[src/rtl/prbs_burst_ctrl.sv]
// ---------------------------------------------------------------------------
// prbs_burst_ctrl
//
// Emits PRBS data as framed bursts on a valid/ready stream. Each accepted
// start command optionally reseeds the generator, streams burst_len words
// (the final one flagged with out_last), waits gap_len idle cycles and then
// pulses done. abort ends a burst early with an aborted pulse.
//
// Stream handshake: a word transfers in every cycle where out_valid and
// out_ready are both 1. out_valid never depends on out_ready, and while
// out_valid=1 and out_ready=0 the word and out_last hold stable.
//
// Ports:
//   clk, rst     clock and synchronous active-high reset
//   start        burst request, sampled only while idle
//   burst_len    words in the burst, captured on start
//   gap_len      idle cycles after the last word, captured on start
//   restart_seq  reload the generator to LFSR_INIT before the burst
//   abort        terminate the current burst
//   out_data     PRBS word straight from the generator
//   out_valid    out_data is valid
//   out_ready    sink accepts the word
//   out_last     final word of the burst
//   busy         burst in progress (LOAD, RUN or GAP)
//   done         one-cycle pulse on normal completion
//   aborted      one-cycle pulse after an abort
//   word_count   words accepted in the current or most recent burst
//
// Also contains lfsr_prbs_gen, the PRBS word generator used by the
// sequencer.
// ---------------------------------------------------------------------------

// ---------------------------------------------------------------------------
// lfsr_prbs_gen
//
// Advances an LFSR by DATA_WIDTH steps per enabled cycle. data_out is the
// word of bits the LFSR will shift out on the next advance, first bit in the
// MSB (LSB when REVERSE is set), optionally inverted.
//
// Ports:
//   clk, rst   clock and synchronous reset (reloads LFSR_INIT)
//   enable     advance the sequence by one word
//   data_out   current word
// ---------------------------------------------------------------------------
module lfsr_prbs_gen #(
  parameter int                    LFSR_WIDTH  = 31,
  parameter logic [LFSR_WIDTH-1:0] LFSR_POLY   = 31'h10000001,
  parameter logic [LFSR_WIDTH-1:0] LFSR_INIT   = {LFSR_WIDTH{1'b1}},
  parameter string                 LFSR_CONFIG = "FIBONACCI",
  parameter int                    REVERSE     = 0,
  parameter int                    INVERT      = 1,
  parameter int                    DATA_WIDTH  = 8
) (
  input  logic                  clk,
  input  logic                  rst,
  input  logic                  enable,
  output logic [DATA_WIDTH-1:0] data_out
);

  localparam bit IS_GALOIS = (LFSR_CONFIG == "GALOIS");

  logic [LFSR_WIDTH-1:0] state;
  logic [LFSR_WIDTH-1:0] state_next;
  logic [DATA_WIDTH-1:0] word_bits;
  logic                  fb;

  // Unrolled DATA_WIDTH single-bit steps. Bit 0 of the polynomial is the
  // implied constant term and is not a tap.
  always_comb begin
    state_next = state;
    word_bits  = '0;
    fb         = 1'b0;
    for (int i = 0; i < DATA_WIDTH; i++) begin
      fb = state_next[LFSR_WIDTH-1];
      if (IS_GALOIS) begin
        state_next = {state_next[LFSR_WIDTH-2:0], fb};
        for (int j = 1; j < LFSR_WIDTH; j++) begin
          if (LFSR_POLY[j]) state_next[j] = state_next[j] ^ fb;
        end
      end else begin
        for (int j = 1; j < LFSR_WIDTH; j++) begin
          if (LFSR_POLY[j]) fb = fb ^ state_next[j-1];
        end
        state_next = {state_next[LFSR_WIDTH-2:0], fb};
      end
      word_bits[DATA_WIDTH-1-i] = fb;
    end
  end

  always_comb begin
    data_out = '0;
    for (int i = 0; i < DATA_WIDTH; i++) begin
      data_out[i] = (REVERSE != 0) ? word_bits[DATA_WIDTH-1-i] : word_bits[i];
    end
    if (INVERT != 0) data_out = ~data_out;
  end

  always_ff @(posedge clk) begin
    if (rst) begin
      state <= LFSR_INIT;
    end else if (enable) begin
      state <= state_next;
    end
  end

endmodule

module prbs_burst_ctrl #(
  parameter int                    DATA_WIDTH  = 8,
  parameter int                    LEN_WIDTH   = 16,
  parameter int                    GAP_WIDTH   = 8,
  parameter int                    LFSR_WIDTH  = 31,
  parameter logic [LFSR_WIDTH-1:0] LFSR_POLY   = 31'h10000001,
  parameter logic [LFSR_WIDTH-1:0] LFSR_INIT   = {LFSR_WIDTH{1'b1}},
  parameter string                 LFSR_CONFIG = "FIBONACCI",
  parameter int                    REVERSE     = 0,
  parameter int                    INVERT      = 1
) (
  input  logic                  clk,
  input  logic                  rst,
  input  logic                  start,
  input  logic [LEN_WIDTH-1:0]  burst_len,
  input  logic [GAP_WIDTH-1:0]  gap_len,
  input  logic                  restart_seq,
  input  logic                  abort,
  output logic [DATA_WIDTH-1:0] out_data,
  output logic                  out_valid,
  input  logic                  out_ready,
  output logic                  out_last,
  output logic                  busy,
  output logic                  done,
  output logic                  aborted,
  output logic [LEN_WIDTH-1:0]  word_count
);

  typedef enum logic [1:0] {
    IDLE = 2'd0,
    LOAD = 2'd1,
    RUN  = 2'd2,
    GAP  = 2'd3
  } state_t;

  state_t               state;
  state_t               state_n;
  logic [LEN_WIDTH-1:0] len_q;
  logic [GAP_WIDTH-1:0] gap_q;
  logic [GAP_WIDTH-1:0] gap_cnt;
  logic                 reseed_q;
  logic                 gen_reseed;
  logic                 handshake;
  logic                 last_word;
  logic                 done_n;
  logic                 aborted_n;

  assign handshake = out_valid & out_ready;
  assign last_word = (word_count == len_q - 1'b1);

  lfsr_prbs_gen #(
    .LFSR_WIDTH  (LFSR_WIDTH),
    .LFSR_POLY   (LFSR_POLY),
    .LFSR_INIT   (LFSR_INIT),
    .LFSR_CONFIG (LFSR_CONFIG),
    .REVERSE     (REVERSE),
    .INVERT      (INVERT),
    .DATA_WIDTH  (DATA_WIDTH)
  ) u_gen (
    .clk      (clk),
    .rst      (rst | gen_reseed),
    .enable   (handshake),
    .data_out (out_data)
  );

  always_ff @(posedge clk) begin
    if (rst) begin
      state <= IDLE;
    end else begin
      state <= state_n;
    end
  end

  always_comb begin
    state_n    = state;
    out_valid  = 1'b0;
    out_last   = 1'b0;
    busy       = 1'b1;
    gen_reseed = 1'b0;
    done_n     = 1'b0;
    aborted_n  = 1'b0;
    case (state)
      IDLE: begin
        busy = 1'b0;
        if (start) state_n = LOAD;
      end
      LOAD: begin
        // The reseed lands on the same edge that enters RUN, so the first
        // word of a restarted burst is the LFSR_INIT word.
        gen_reseed = reseed_q;
        if (len_q != '0) begin
          state_n = RUN;
        end else if (gap_q != '0) begin
          state_n = GAP;
        end else begin
          state_n = IDLE;
          done_n  = 1'b1;
        end
      end
      RUN: begin
        out_valid = 1'b1;
        out_last  = last_word;
        if (out_ready && last_word) begin
          if (gap_q != '0) begin
            state_n = GAP;
          end else begin
            state_n = IDLE;
            done_n  = 1'b1;
          end
        end
      end
      GAP: begin
        if (gap_cnt == '0) begin
          state_n = IDLE;
          done_n  = 1'b1;
        end
      end
      default: state_n = IDLE;
    endcase
    // Abort overrides any completion decided in the same cycle.
    if (abort && (state != IDLE)) begin
      state_n   = IDLE;
      done_n    = 1'b0;
      aborted_n = 1'b1;
    end
  end

  always_ff @(posedge clk) begin
    if (rst) begin
      len_q      <= '0;
      gap_q      <= '0;
      reseed_q   <= 1'b0;
      gap_cnt    <= '0;
      word_count <= '0;
      done       <= 1'b0;
      aborted    <= 1'b0;
    end else begin
      done    <= done_n;
      aborted <= aborted_n;
      if ((state == IDLE) && start) begin
        len_q      <= burst_len;
        gap_q      <= gap_len;
        reseed_q   <= restart_seq;
        word_count <= '0;
      end else if (handshake) begin
        word_count <= word_count + 1'b1;
      end
      // Preloaded with gap_len-1 outside GAP, so the count runs down to
      // zero over exactly gap_len GAP cycles.
      if (state != GAP) begin
        gap_cnt <= gap_q - 1'b1;
      end else begin
        gap_cnt <= gap_cnt - 1'b1;
      end
    end
  end

endmodule
[config.mk]
export PLATFORM = sky130hd
export DESIGN_NAME = prbs_burst_ctrl
export DESIGN_NICKNAME = d
export VERILOG_FILES = /design/src/rtl/prbs_burst_ctrl.sv
export SDC_FILE = /design/constraint.sdc
export NUM_CORES = 1
export LEC_CHECK = 0
export ABC_AREA = 1
export BUFFER_PORTS_ARGS = -buffer_cell sky130_fd_sc_hd__buf_2
export CORE_MARGIN = 5
export CORE_UTILIZATION = 57
export CTS_CLUSTER_SIZE = 25
export DETAILED_ROUTE_END_ITERATION = 8
export GPL_TIMING_DRIVEN = 0
export PLACE_DENSITY = 0.91
export REMOVE_ABC_BUFFERS = 1
export SYNTH_ARGS = -nofsm -noshare
export SYNTH_HDL_FRONTEND = slang
export SYNTH_SLANG_ARGS = --single-unit
export TNS_END_PERCENT = 1
[constraint.sdc]
create_clock -name clk -period 2.4 [get_ports clk]
set_input_delay 0.36 -clock clk [delete_from_list [all_inputs] [get_ports clk]]
set_output_delay 0.36 -clock clk [all_outputs]
set_load 0.02 [all_outputs]
# Word level (Yosys, flattened, before mapping)
# Index checks and enable logic that the tools add are counted.
[totals]
register_bits = 84
input_bits = 30
output_inout_bits = 29
word_cells = 60
[classes]
addsub = 4
eq_ne = 8
mux = 17
bitwise_logic = 11
reduce_logical = 11
[ops]
columns = ["operator", "count"]
rows = [
  ["adder 16 x 1 -> 16 bit (second input constant)", 1],
  ["equality test 16 bit", 1],
  ["nonzero test 16 bit", 1],
  ["subtractor 16 x 1 -> 16 bit (second input constant)", 1],
  ["subtractor 8 x 1 -> 8 bit (second input constant)", 2],
  ["two-way mux 2 bit", 5],
  ["two-way mux 1 bit", 9],
  ["logical NOT 8 bit", 1],
  ["two-way mux 8 bit", 1],
  ["!= test 2 bit (second input constant)", 4],
  ["NOT 8 bit", 1],
  ["case mux 2 bit (4 select lines)", 1],
  ["nonzero test 8 bit", 1],
  ["bitwise XOR 1 bit", 8],
  ["equality test 2 bit (second input constant)", 2],
  ["OR reduction 2 bit", 2],
  ["logical AND 1 bit", 3],
  ["case mux 1 bit (3 select lines)", 1],
  ["AND reduction 3 bit", 1],
  ["equality test 2 x 1 -> 1 bit (second input constant)", 1],
  ["logical NOT 2 bit", 1],
  ["nonzero test 2 bit", 1],
  ["bitwise AND 1 bit", 1],
  ["OR 1 bit", 1],
]

# Depth between registers and ports, before layout
[depth]
depth_word = 5
depth_mapped = 17
ltp_nobuf = 17

# Cells and area by module
# Synthesis repeated with hierarchy kept, for this count alone.
[hier_totals]
hier_cells = 608
hier_area_um2 = 4212.8
[by_module_without_submodules]
columns = ["module", "n_inst", "cells_each", "area_per_inst_um2", "seq_area_each_um2"]
rows = [
  ["prbs_burst_ctrl", 1, 448, 2962.8, 1061.0],
  ["lfsr_prbs_gen", 1, 160, 1249.9, 620.6],
]

# Worst setup path after synthesis
# OpenSTA, ideal clock, no wires.
[synth_timing]
path_type = "flip-flop to output port"
start = "reg len_q[0]"
end = "out out_last"
arrival_time_ns = 1.703
required_time_ns = 2.040
slack_ns = 0.337
stages_incl_launch_ff = 15
n_path_buf = 0
cell_sequence = "dfxtp_1 inv_1 ha_1 nand2_1 nor2_1 nand2_1 nand2_1 nand3_1 nand2_1 nand2_1 inv_1 nand2_1 nor2_1 nand2_1 nor2_1"
[synth_via]
elab_chain_len = 3
[synth_rtl]
columns = ["item", "line", "rtl"]
rows = [
  ["start, declared", "145", "logic [LEN_WIDTH-1:0] len_q;"],
  ["start signal, assigned", "248", "len_q <= burst_len;"],
  ["subtractor 16 x 1 -> 16 bit", "156", "assign last_word = (word_count == len_q - 1'b1);"],
  ["equality test 16 bit", "156", ""],
  ["two-way mux 1 bit", "189", "case (state)"],
  ["end, declared", "129", "output logic out_last,"],
]
# Every way passes these cells.

# Worst setup path after layout
# Same ends and word-level chain as after synthesis.

==> run metrics <==
placed wire-length estimate 6980 um; net switching power 2.35 mW; Pwr Density 1140 nW/um2; Max Slew Vio Count 0; gp weighted congestion 0.903; via count 4,112; worst setup path start len_q[0]$_SDFFE_PP0P_; combinational share of power 42.5%; layout cell share with drive strength beyond 1 21.2%; final core occ 71.5%; Worst-Skew Late Latency 0.36 ns; chip height 94.7 um; Post-Synth Adder-Cell Area 0.918%; Sw Ratio 41.9%; Slowest cell on crit path dfxtp_4; Reg clk slew, reported paths 0.09 ns; Final setup violation count 1; first-pass GRT wire length 16,800 um; Worst Path Max Fanout 5; Internal 3.26 mW; DRT Pass-1 Iters 6; Worst Tran Pin Value 0.735 ns; Overflow after GRT 0; post-synthesis mux area share 0.245%; Top cell by count, worst path nor2_4; CP max stage delay 0.36 ns; xor-xnor portion of the synthesized cell area 4.07%; sequential area share after synthesis 41.1%; RSZ-0062 raised after global routing true; Setup WS post-layout -0.178 ns; Fin. Hold Viols 0; startpoint types register; Warnings, synthesis 0; Period Utilization, post-route 107%; ANT cells 0; Inserted Clock Buffers 9; io pins 59; CTS Sinks 84; post-route ant nets 0; Rows 30; CTS Hold Bufs 0; largest net degree at the start of global routing 46; cell area after synthesis 4090 um2; Synth Area per Inst 6.94 um2; outcome complete, but fails checks; Tmin final 2.58 ns; drt via density 5.47; Die X 94.7 um; violated checks setup timing; vias in the first global route 3,891; Placed Instances 725; initial antenna violation count 0; Worst Hold Class in2reg; cell area after layout 4910 um2; clock network fraction of design power 22.2%; clock skew 0.00778 ns; worst r2r src state[0]$_SDFFE_PP0P_; post-place instance area 4420 um2; fill cell count 495; Syn Inst Count 589; WL/cell 14.0 um; Clock Tree Root clkbuf_8; nature of the critical path endpoint primary output; Critical Setup Path Class reg2out; Rel. slew slack 50.9%; initial DRC count 328; largest area contributor in the netlist dfxtp_1; top cell type's share of synthesized area 41.1%; cell-by-cell listing of the critical path inv_4 -> ha_4 -> nand2_4 -> nor2_4 -> buf_6 -> nand3_1 -> nand2_1 -> nand2_1 -> nor2_1 -> nand3_2 -> nor2_4 -> nand2_2 -> nor2_4 -> buf_6; Initial Utilization 59.5%; Post-Layout Cell Count 752; HP Start abort; Cell variety after synth 35; highest clock rate 388 MHz; Fin Setup TNS -0.178 ns; total global-route track usage 23.6%; fin nets 684; Leakage 2.31 nW; DIE AREA 8970 um2; number of remaining DRC errors 0; core area 6870 um2; combinational family with the most area after synthesis simple AND/OR/NAND/NOR gates; Synth Area in Compound Gates 12.9%; Post-Synth Simple-Gate Area 32.9%; WP data arrival 2.22 ns; Required @ worst endpoint 2.04 ns; Seq cells post-synth 84; Area Overhead vs Synth 20.2%; CTS tree yes; WL final 10,500 um; max-cap violation count 0; sequential share of power 35.3%; number of port buffers 58; clk buf depth 2; worst vdd ir 0.000831 V; Setup WS pre-CTS -0.768 ns; largest cells by area after synthesis dfxtp_1, nand2_1, o21ai_0; CTS HTree Levels 3
==> layer usage <==
layer	vias to the layer above	GRT usage, %	share of wire [%]
met1	1883	27.9	40
met2	170	40.1	50
met4	0	11.9	3.0
met3	40	5.34	7.3
met5	-	0	0
li1	2019	-	-
==> stage by stage <==
stage / total power, mW / hold WS [ns]
2_1_floorplan: 3.47 / 0.427
3_3_place_gp: 3.86 / 0.435
4_1_cts: 5.38 / 0.230
3_5_place_dp: 3.98 / 0.445
6_report: 5.62 / 0.233
5_1_grt: 6.01 / 0.219
==> power by group through the flow <==
stage	registers [mW]	clock network, mW	logic, mW
after CTS	1.96	1.25	2.17
after detailed placement	1.98	0	2.00
after global routing	2.01	1.32	2.68
after global placement	1.96	0	1.90
after floorplan	1.93	0	1.54
final	1.98	1.25	2.39
==> cell families (layout without fill, tap and decap cells) <==
family / count (synthesis) / in the layout
adders and majority gates: 3 / 3
xor gates and xnor gates: 19 / 19
and+or+nand+nor: 296 / 296
muxes: 1 / 1
buffers and inverters: 82 / 149
DFF: 84 / 84
AOI/OAI and AO/OA: 104 / 104
==> state kept, by name (all words and copies together), names as in the netlist <==
name         flops
state            2
aborted          1
reseed_q         1
done             1
len_q           16
gap_q            8
word_count      16
u_gen.state     31
gap_cnt          8
==> final timing paths <==
path	endpoint	slack (ns)	depth (start not counted)
setup reg to reg	word_count[10]$_SDFFE_PP0P_	0.17	6
hold reg to reg	u_gen.state[14]$_SDFFE_PP1P_	0.46	2
setup / recovery	out_last	-0.18	14
hold / removal	aborted$_SDFF_PP0_	0.23	3
==> synth_stat cells, drive strengths merged <==
cell and number:
nor4 5, a31oi 1, or2 2, clkbuf 13, ha 3, xor2 8
mux2i 1, a21oi 46, buf 5, nand3 54, nand4 8, xnor2 11
and2 1, nor3 2, nand2 155, inv 64, nor2 69, dfxtp 84
o211ai 2, a22oi 1, o21ai 54
==> worst max-delay path: cells and delay by family, from the launching register on <==
family | cells | cell delay (ns)
adders and majority gates | 1 | 0.17
and+or+nand+nor | 10 | 0.98
buffers and inverters | 3 | 0.34
DFF | 1 | 0.36
==> what timing repair did <==
action,in CTS,in global routing
endpoints found under the hold margin,0,0
endpoints found under the setup margin,17,5
pin swaps,9,11
setup buffers,7,4
resized for setup,22,26
==> cells in the final DEF, fill, tap and decap left out, types with 2 or more instances in the layout <==
cell,instances
nand3_1,49
o21ai_0,52
clkbuf_8,10
nor2_1,52
nand3_2,4
bufinv_16,3
ha_1,2
nor2_4,8
inv_1,57
dfxtp_1,82
o211ai_1,2
nand2_4,5
xnor2_1,11
buf_2,57
buf_6,3
nor2_2,8
nand4_1,7
nand2_1,140
nor4_1,3
buf_4,9
nand2_2,10
a21oi_1,46
xor2_1,8
inv_2,5
or2_2,2
==> layout make-up <==
type	count	area [um2]	area share (%)
timing repair buffer	69	387	7.87
multi-input combinational	423	2220	45.2
sequential	84	1690	34.3
clock inverter	6	111	2.27
clock buffer	10	138	2.80
tap	96	120	2.45
inverter	64	250	5.09
Power figures use the tool's default switching activity.
